--- src/rtl/perceptron_trainer.sv ---
// Trainer front-end for a 2-input perceptron: streams labelled samples in, waits for
// the perceptron to settle, applies the saturating learning rule and tracks epoch errors.
module perceptron_trainer #(
  parameter int W_WIDTH       = 3,
  parameter int SETTLE_CYCLES = 2,
  parameter int LR            = 1,
  parameter int W1_INIT       = 0,
  parameter int W2_INIT       = 0,
  parameter int ERR_CNT_W     = 4
) (
  input  logic                        clk,
  input  logic                        reset_n,
  input  logic                        train_en,
  input  logic                        s_valid,
  output logic                        s_ready,
  input  logic                        s_x1,
  input  logic                        s_x2,
  input  logic                        s_target,
  input  logic                        s_last,
  output logic                        v_in1,
  output logic                        v_in2,
  output logic signed [W_WIDTH-1:0]   w1_out,
  output logic signed [W_WIDTH-1:0]   w2_out,
  input  logic                        p_v_out,
  output logic                        r_valid,
  output logic                        r_pred,
  output logic                        r_error,
  output logic                        epoch_done,
  output logic [ERR_CNT_W-1:0]        epoch_errors,
  output logic                        converged
);

  localparam int SW = W_WIDTH + 3;
  localparam int CW = (SETTLE_CYCLES > 1) ? $clog2(SETTLE_CYCLES) : 1;
  localparam logic signed [SW-1:0] W_MAX    = SW'((1 << (W_WIDTH - 1)) - 1);
  localparam logic signed [SW-1:0] W_MIN    = SW'(-(1 << (W_WIDTH - 1)));
  localparam logic signed [SW-1:0] LR_S     = SW'(LR);
  localparam logic [CW-1:0]        CNT_LAST = CW'(SETTLE_CYCLES - 1);

  typedef enum logic [1:0] {IDLE = 2'd0, SETTLE = 2'd1, EVAL = 2'd2} state_t;

  state_t                     state_q, state_d;
  logic [CW-1:0]              cnt_q, cnt_d;
  logic                       v1_q, v1_d, v2_q, v2_d;
  logic                       tgt_q, tgt_d, last_q, last_d;
  logic signed [W_WIDTH-1:0]  w1_q, w1_d, w2_q, w2_d;
  logic                       r_valid_q, r_valid_d, r_pred_q, r_pred_d;
  logic                       r_error_q, r_error_d, epoch_done_q, epoch_done_d;
  logic [ERR_CNT_W-1:0]       epoch_errors_q, epoch_errors_d;
  logic                       converged_q, converged_d;
  logic [ERR_CNT_W-1:0]       err_cnt_q, err_cnt_d, err_cnt_inc;
  logic                       eval_err;

  // err is +1 when the target is 1 (weights step up), -1 when it is 0.
  function automatic logic signed [W_WIDTH-1:0] sat_step(
    input logic signed [W_WIDTH-1:0] w,
    input logic                      x,
    input logic                      up
  );
    logic signed [SW-1:0] step;
    logic signed [SW-1:0] sum;
    step = x ? (up ? LR_S : -LR_S) : '0;
    sum  = {{3{w[W_WIDTH-1]}}, w} + step;
    if (sum > W_MAX)      sat_step = W_MAX[W_WIDTH-1:0];
    else if (sum < W_MIN) sat_step = W_MIN[W_WIDTH-1:0];
    else                  sat_step = sum[W_WIDTH-1:0];
  endfunction

  assign eval_err    = p_v_out ^ tgt_q;
  assign err_cnt_inc = (eval_err && (err_cnt_q != '1)) ? err_cnt_q + 1'b1 : err_cnt_q;

  always_ff @(posedge clk or negedge reset_n) begin
    if (!reset_n) begin
      state_q        <= IDLE;
      cnt_q          <= '0;
      v1_q           <= 1'b0;
      v2_q           <= 1'b0;
      tgt_q          <= 1'b0;
      last_q         <= 1'b0;
      w1_q           <= W_WIDTH'(W1_INIT);
      w2_q           <= W_WIDTH'(W2_INIT);
      r_valid_q      <= 1'b0;
      r_pred_q       <= 1'b0;
      r_error_q      <= 1'b0;
      epoch_done_q   <= 1'b0;
      epoch_errors_q <= '0;
      converged_q    <= 1'b0;
      err_cnt_q      <= '0;
    end else begin
      state_q        <= state_d;
      cnt_q          <= cnt_d;
      v1_q           <= v1_d;
      v2_q           <= v2_d;
      tgt_q          <= tgt_d;
      last_q         <= last_d;
      w1_q           <= w1_d;
      w2_q           <= w2_d;
      r_valid_q      <= r_valid_d;
      r_pred_q       <= r_pred_d;
      r_error_q      <= r_error_d;
      epoch_done_q   <= epoch_done_d;
      epoch_errors_q <= epoch_errors_d;
      converged_q    <= converged_d;
      err_cnt_q      <= err_cnt_d;
    end
  end

  always_comb begin
    state_d        = state_q;
    cnt_d          = cnt_q;
    v1_d           = v1_q;
    v2_d           = v2_q;
    tgt_d          = tgt_q;
    last_d         = last_q;
    w1_d           = w1_q;
    w2_d           = w2_q;
    r_valid_d      = 1'b0;
    r_pred_d       = r_pred_q;
    r_error_d      = r_error_q;
    epoch_done_d   = 1'b0;
    epoch_errors_d = epoch_errors_q;
    converged_d    = converged_q;
    err_cnt_d      = err_cnt_q;
    case (state_q)
      IDLE: begin
        if (s_valid) begin
          v1_d    = s_x1;
          v2_d    = s_x2;
          tgt_d   = s_target;
          last_d  = s_last;
          cnt_d   = '0;
          state_d = SETTLE;
        end
      end
      SETTLE: begin
        if (cnt_q == CNT_LAST) state_d = EVAL;
        else                   cnt_d   = cnt_q + 1'b1;
      end
      EVAL: begin
        if (train_en && eval_err) begin
          w1_d = sat_step(w1_q, v1_q, tgt_q);
          w2_d = sat_step(w2_q, v2_q, tgt_q);
        end
        r_valid_d = 1'b1;
        r_pred_d  = p_v_out;
        r_error_d = eval_err;
        // Closing an epoch folds this sample's error into the reported count.
        if (last_q) begin
          epoch_errors_d = err_cnt_inc;
          converged_d    = (err_cnt_inc == '0);
          err_cnt_d      = '0;
          epoch_done_d   = 1'b1;
        end else begin
          err_cnt_d      = err_cnt_inc;
        end
        state_d = IDLE;
      end
      default: state_d = IDLE;
    endcase
  end

  assign s_ready      = (state_q == IDLE);
  assign v_in1        = v1_q;
  assign v_in2        = v2_q;
  assign w1_out       = w1_q;
  assign w2_out       = w2_q;
  assign r_valid      = r_valid_q;
  assign r_pred       = r_pred_q;
  assign r_error      = r_error_q;
  assign epoch_done   = epoch_done_q;
  assign epoch_errors = epoch_errors_q;
  assign converged    = converged_q;

endmodule

--- config.mk ---
export PLATFORM = sky130hd
export DESIGN_NAME = perceptron_trainer
export DESIGN_NICKNAME = d
export VERILOG_FILES = /design/src/rtl/perceptron_trainer.sv
export SDC_FILE = /design/constraint.sdc
export NUM_CORES = 1
export LEC_CHECK = 0
export ABC_CLOCK_PERIOD_IN_PS = 2200
export CAP_MARGIN = 20
export CORE_ASPECT_RATIO = 0.9
export CORE_MARGIN = 2
export CORE_UTILIZATION = 48
export CTS_BUF_LIST = sky130_fd_sc_hd__clkbuf_4 sky130_fd_sc_hd__clkbuf_8
export CTS_CLUSTER_SIZE = 28
export DETAILED_ROUTE_END_ITERATION = 10
export PLACE_DENSITY = 0.77
export SYNTH_ARGS = -nofsm -noshare
export SYNTH_HDL_FRONTEND = slang
export SYNTH_SLANG_ARGS = --single-unit
--- constraint.sdc ---
create_clock -name clk -period 2.2 [get_ports clk]
set_input_delay 0.33 -clock clk [delete_from_list [all_inputs] [get_ports clk]]
set_output_delay 0.33 -clock clk [all_outputs]
set_load 0.02 [all_outputs]
* Yosys cells after proc, flatten, opt, wreduce, memory -nomap -nowiden
Index checks and enable logic that the tools add are counted.
Storage, ports and cells: output and inout port bits 18, register bits 26, logic and storage cells 57, bits of input ports 9
Operators by class: magnitude comparators 4, equal/unequal tests 5, add/sub/neg operators 4, mux-type cells 18, bitwise logic cells 1, reduce and logical (&&, ||, !) cells 10
Operators with widths (number):
- 6-bit 2-to-1 mux | 3
- 6-bit adder | 2
- 6-bit by 3-bit greater-than comparator with 1-bit output, second input constant | 2
- 6-bit by 3-bit < comparator with 1-bit output, second input constant | 2
- 3-bit 2-to-1 mux | 4
- 2-bit AND reduction | 5
- 4-bit 2-to-1 mux | 2
- 1-bit 2-to-1 mux | 5
- 4-bit by 1-bit adder with 4-bit output, second input constant | 1
- 4-bit zero test | 1
- 2-bit 2-to-1 mux | 2
- 2-bit inequality test, second input constant | 2
- 4-bit inequality test, second input constant | 1
- 2-bit case mux with 2 select lines | 1
- 2-bit by 1-bit == test with 1-bit output, second input constant | 1
- 2-bit == test, second input constant | 1
- 1-bit logical AND | 2
- 2-bit zero test | 1
- 1-bit case mux with 2 select lines | 1
- 2-bit nonzero test | 1
- 1-bit adder, second input constant | 1
- 1-bit bitwise XOR | 1

* Logic depth before layout (Yosys ltp)
depth in word-level cells 6, gate-level depth with buffers 10, mapped depth without buffers 10

* Least setup slack after synthesis
OpenSTA, ideal clock, no wires.
path kind reg2reg, start register v1_q (netlist: v_in1), end register w1_q[0] (netlist: w1_out[0]), setup time 123 ps, stages on the path, launching flop included 11, data arrival time 2192 ps, slack -115 ps, period minus slack after synthesis 2315 ps, required time 2077 ps, buffers on the path 1, cell sequence dfrtp_1 > nor2b_2 > buf_6 > xnor2_1 > ha_1 > a21o_1 > ha_1 > or3_1 > a21oi_1 > o21ai_1 > o221a_2
Between the ends: word-level cells in the longest chain between the ends 5, elaborated cells on any way between the ends 6, classes of those cells 1 x add/sub; 2 x order compare; 3 x mux
Ends and longest elaborated chain:
- start, declared | RTL line 44 | logic v1_q, v1_d, v2_q, v2_d;
- start signal, assigned | RTL line 92 | v1_q <= v1_d;
- 6-bit 2-to-1 mux (*) | RTL line 62 | step = x ? (up ? LR_S : -LR_S) : '0;
- 6-bit adder (*) | RTL line 63 | sum = {{3{w[W_WIDTH-1]}}, w} + step;
- 6-bit by 3-bit < comparator with 1-bit output | RTL line 65 | else if (sum < W_MIN) sat_step = W_MIN[W_WIDTH-1:0];
- 3-bit 2-to-1 mux | RTL line 65
- 3-bit 2-to-1 mux (*) | RTL line 64 | if (sum > W_MAX) sat_step = W_MAX[W_WIDTH-1:0];
- end signal, assigned | RTL line 80 | w1_q <= W_WIDTH'(W1_INIT);
- end signal, assigned | RTL line 96 | w1_q <= w1_d;
- end, declared | RTL line 46 | logic signed [W_WIDTH-1:0] w1_q, w1_d, w2_q, w2_d;
Every way passes the cells marked *; elsewhere a longest branch is shown, timed or not. A chain may end at the register's enable or synchronous reset.

* Worst setup path in the final report
start register tgt_q, end register w1_q[0] (netlist: w1_out[0])
Between the ends: word-level cells in the longest chain between the ends 6, elaborated cells on any way between the ends 10, classes of those cells 1 x add/sub; 2 x order compare; 4 x mux; 1 x bitwise; 2 x reduce/logical
Ends and longest elaborated chain:
- start, declared | RTL line 45 | logic tgt_q, tgt_d, last_q, last_d;
- start signal, assigned | RTL line 94 | tgt_q <= tgt_d;
- 6-bit 2-to-1 mux (2 in a row) | RTL line 62
- 6-bit adder | RTL line 63
- 6-bit by 3-bit < comparator with 1-bit output | RTL line 65
- 3-bit 2-to-1 mux | RTL line 65
- 3-bit 2-to-1 mux | RTL line 64
Parallel ways exist; a longest one is shown, timed or not.

==> metrics.cfg <==
[power_and_ir_drop]
powerDensity_nw_per_um2 = 1620
internal_power_mw = 1.75
p_seq_share_pct = 30.6
combinationalPowerShare_pct = 58.6
ir_worst_vdd_mv = 0.805
netSwitchingPower_mw = 1.28
leakagePower_nw = 0.805
power.share.clock_pct = 10.7
switching_share_pct = 42.3

[timing]
clock_skew_ns = 0.00125
worst_slack_ns = 0.00866
final-setup-viol-count = 0
tightest_slew_ns = 0.452
max_freq_ghz = 0.456
rsz0062_at_grt = true
post-route-period-util_pct = 99.6
drv_slew = 0
finalCriticalPeriod_ns = 2.19
setup_tns_ns = 0
maxSlewHeadroom_pct = 69.8
hold_viol_final = 0

[clock_network]
htree_levels = 1
path_clk_slew_ns = 0.14
cts-hold-fix-buffers = 0
root_buffer = clkbuf_4
cts_made_buffers = 3
worstSkewPairLatency_ns = 0.32
clk_path_buf_depth = 2
cts_tree = yes
clkSinkCount = 26

[logic_synthesis]
ys_types = 41
synth_top_area_share_pct = 45.4
syn_area_um2 = 1430
synthTopCellsByArea = dfrtp_1 (45%), ha_1 (6.1%), o21ai_0 (4.5%)
syn_area_per_cell_um2 = 9.95
synth_warnings = 0
ys_seq_area_share_pct = 45.4
syn_nets = 160
synth_cells = 144
yosys_register_bits = 26
yosysTopAreaCell = dfrtp_1

[floorplanning]
dieWidth_um = 61.6
dieArea_um2 = 3440
rows = 18
io-pin-count = 27
floorplan.initialDensity_pct = 51.3
fp.coreArea_um2 = 2790
die_h_um = 55.8

[worst_setup_path]
cp_max_fo = 3
cp-start-kind = flop
cp_top_family = compound AO/OA/AOI/OAI gates
cp.required_ns = 2.43
critPathSlowestCell = dfrtp_1
path_cells = buf_6 > nor2b_4 > xnor2_2 > ha_2 > a21o_1 > ha_2 > or3_4 > a21oi_2 > o21ai_2 > o221a_2
cp.buffers_inverters = 1
criticalPathCategory = flop to flop
max_stage_delay_ns = 0.43
critPathMostFrequentCell = ha_2
end_kind = flop
cp.arrival_ns = 2.42

[global_route]
grt_pass1_vias = 1049
grt_max_degree = 27
grt_pass1_wl_mm = 4.72
antenna_found_initial = 0
overflow = 0
track_usage_pct = 18.3

[placed_design]
pre_cts_slack_ns = -0.0219
gp_congestion = 0.847
post-dp-hpwl_mm = 2.24
port-buffer-count = 26
dpl_cell_area_um2 = 1750

[drt]
routedWlPerCell_um = 14.5
final_antenna_net_count = 0
drt_iter0_markers = 52
wl_mm = 3.10
first_pass_iters = 4
viasPerCell = 5.48
drcViolationCount = 0
num_vias = 1173

[hold_path]
hold_class = input pin to asynchronous set/reset pin

[run_status]
outcome = finished, final reports clean

[cells_and_area]
final_util_pct = 66.9
nFillCells = 238
drive_above_1_share_pct = 21.8
design_area_um2 = 1870
antenna_cells = 0
nNetsFinal = 191
syn_to_final_growth_pct = 30.4

[flow_run]
cap_violations = 0

cell type report:
| class | count | area, µm² | share of cell area, % |
|---|---|---|---|
| tap | 40 | 50.0 | 2.68 |
| sequential | 26 | 653 | 35.0 |
| clock buffer | 3 | 22.5 | 1.21 |
| clock inverter | 1 | 30.0 | 1.61 |
| inverter | 5 | 18.8 | 1.00 |
| timing repair buffer | 32 | 309 | 16.5 |
| multi-input combinational | 107 | 785 | 42.0 |
final timing paths:
path / depth (start not counted) / slack (ns) / to / startpoint
setup / recovery: 10 / 0.009 / w1_out[0]$_DFFE_PN0P_ / tgt_q$_DFFE_PN0P_
hold / removal: 2 / 0.36 / epoch_errors[3]$_DFFE_PN0P_ / reset_n
setup reg to reg: 10 / 0.009 / w1_out[0]$_DFFE_PN0P_ / tgt_q$_DFFE_PN0P_
hold reg to reg: 2 / 0.49 / r_error$_DFFE_PN0P_ / r_error$_DFFE_PN0P_
max in group asynchronous: 2 / 1.57 / v_in1$_DFFE_PN0P_ / reset_n
min in group clk: 2 / 0.49 / r_error$_DFFE_PN0P_ / r_error$_DFFE_PN0P_
power groups by stage:
stage / combinational [mW] / clock [mW] / sequential, mW
floorplan: 0.950 / 0 / 1.05
global placement: 1.56 / 0 / 0.910
detailed placement: 1.63 / 0 / 0.925
CTS: 1.65 / 0.336 / 0.915
global route: 1.94 / 0.350 / 0.965
finish: 1.78 / 0.325 / 0.929
timing repair:
action | in CTS | in global routing
setup endpoints to repair | 2 | 4
pin swaps | 0 | 6
gates resized for setup | 1 | 12
setup buffers | 0 | 1
cell families after synthesis:
family	after synthesis	synth area share [%]
compound gates	43	19.1
simple gates	43	15.1
flops	26	45.4
buf+inv	11	4.10
xor+xnor	7	4.80
mux	7	5.33
fa+ha+maj	7	6.11
synth_stat cells, drive strengths merged:
cell / number
a211o: 2
a21bo: 1
a21boi: 1
a21o: 3
a21oi: 11
a311oi: 1
a31o: 1
a31oi: 2
a32o: 1
and2b: 1
and3: 1
and4bb: 1
buf: 3
clkbuf: 3
clkinv: 1
dfrtp: 26
ha: 7
inv: 4
mux2: 5
mux2i: 2
nand2: 18
nand2b: 2
nand3: 2
nand4: 2
nor2: 9
nor2b: 2
nor3: 3
nor3b: 1
o21ai: 14
o221a: 2
o22ai: 1
o31ai: 3
or3: 1
xnor2: 4
xor2: 3
stage by stage:
stage / std cells / power, mW / hold WS (ns)
after floorplan: 144 / 2.00 / 0.0344
after global placement: 209 / 2.47 / 0.460
after detailed placement: 209 / 2.55 / 0.467
after CTS: 213 / 2.90 / 0.359
after global routing: 214 / 3.26 / 0.361
final: 214 / 3.03 / 0.357
registers in the layout, indices dropped and copies added, names as in the netlist:
| name | cells |
|---|---|
| converged | 1 |
| v_in2 | 1 |
| last_q | 1 |
| cnt_q | 1 |
| epoch_done | 1 |
| err_cnt_q | 4 |
| state_q | 2 |
| r_error | 1 |
| r_pred | 1 |
| epoch_errors | 4 |
| w2_out | 3 |
| v_in1 | 1 |
| r_valid | 1 |
| w1_out | 3 |
| tgt_q | 1 |
placed cells by master (no fill, tap or decap), types with 3 or more instances in the layout:
cell type         n
ha_2              4
buf_4             5
a21o_1            3
a21oi_1           9
clkbuf_4          3
nor3_1            3
clkdlybuf4s50_1  26
mux2_2            5
inv_1             4
ha_1              3
o21ai_0          13
dfrtp_1          24
nor2_1            9
nand2_1          16
o31ai_1           3
layer usage:
layer  global-route usage, %  vias up  part of all wire (%)
met5                       0        -                     0
met4                    3.65        0                  0.52
met3                    5.12        2                   5.4
met2                    29.3       33                    49
met1                    24.6      569                    45
li1                        -      569                     -
Power figures use the tool's default switching activity.
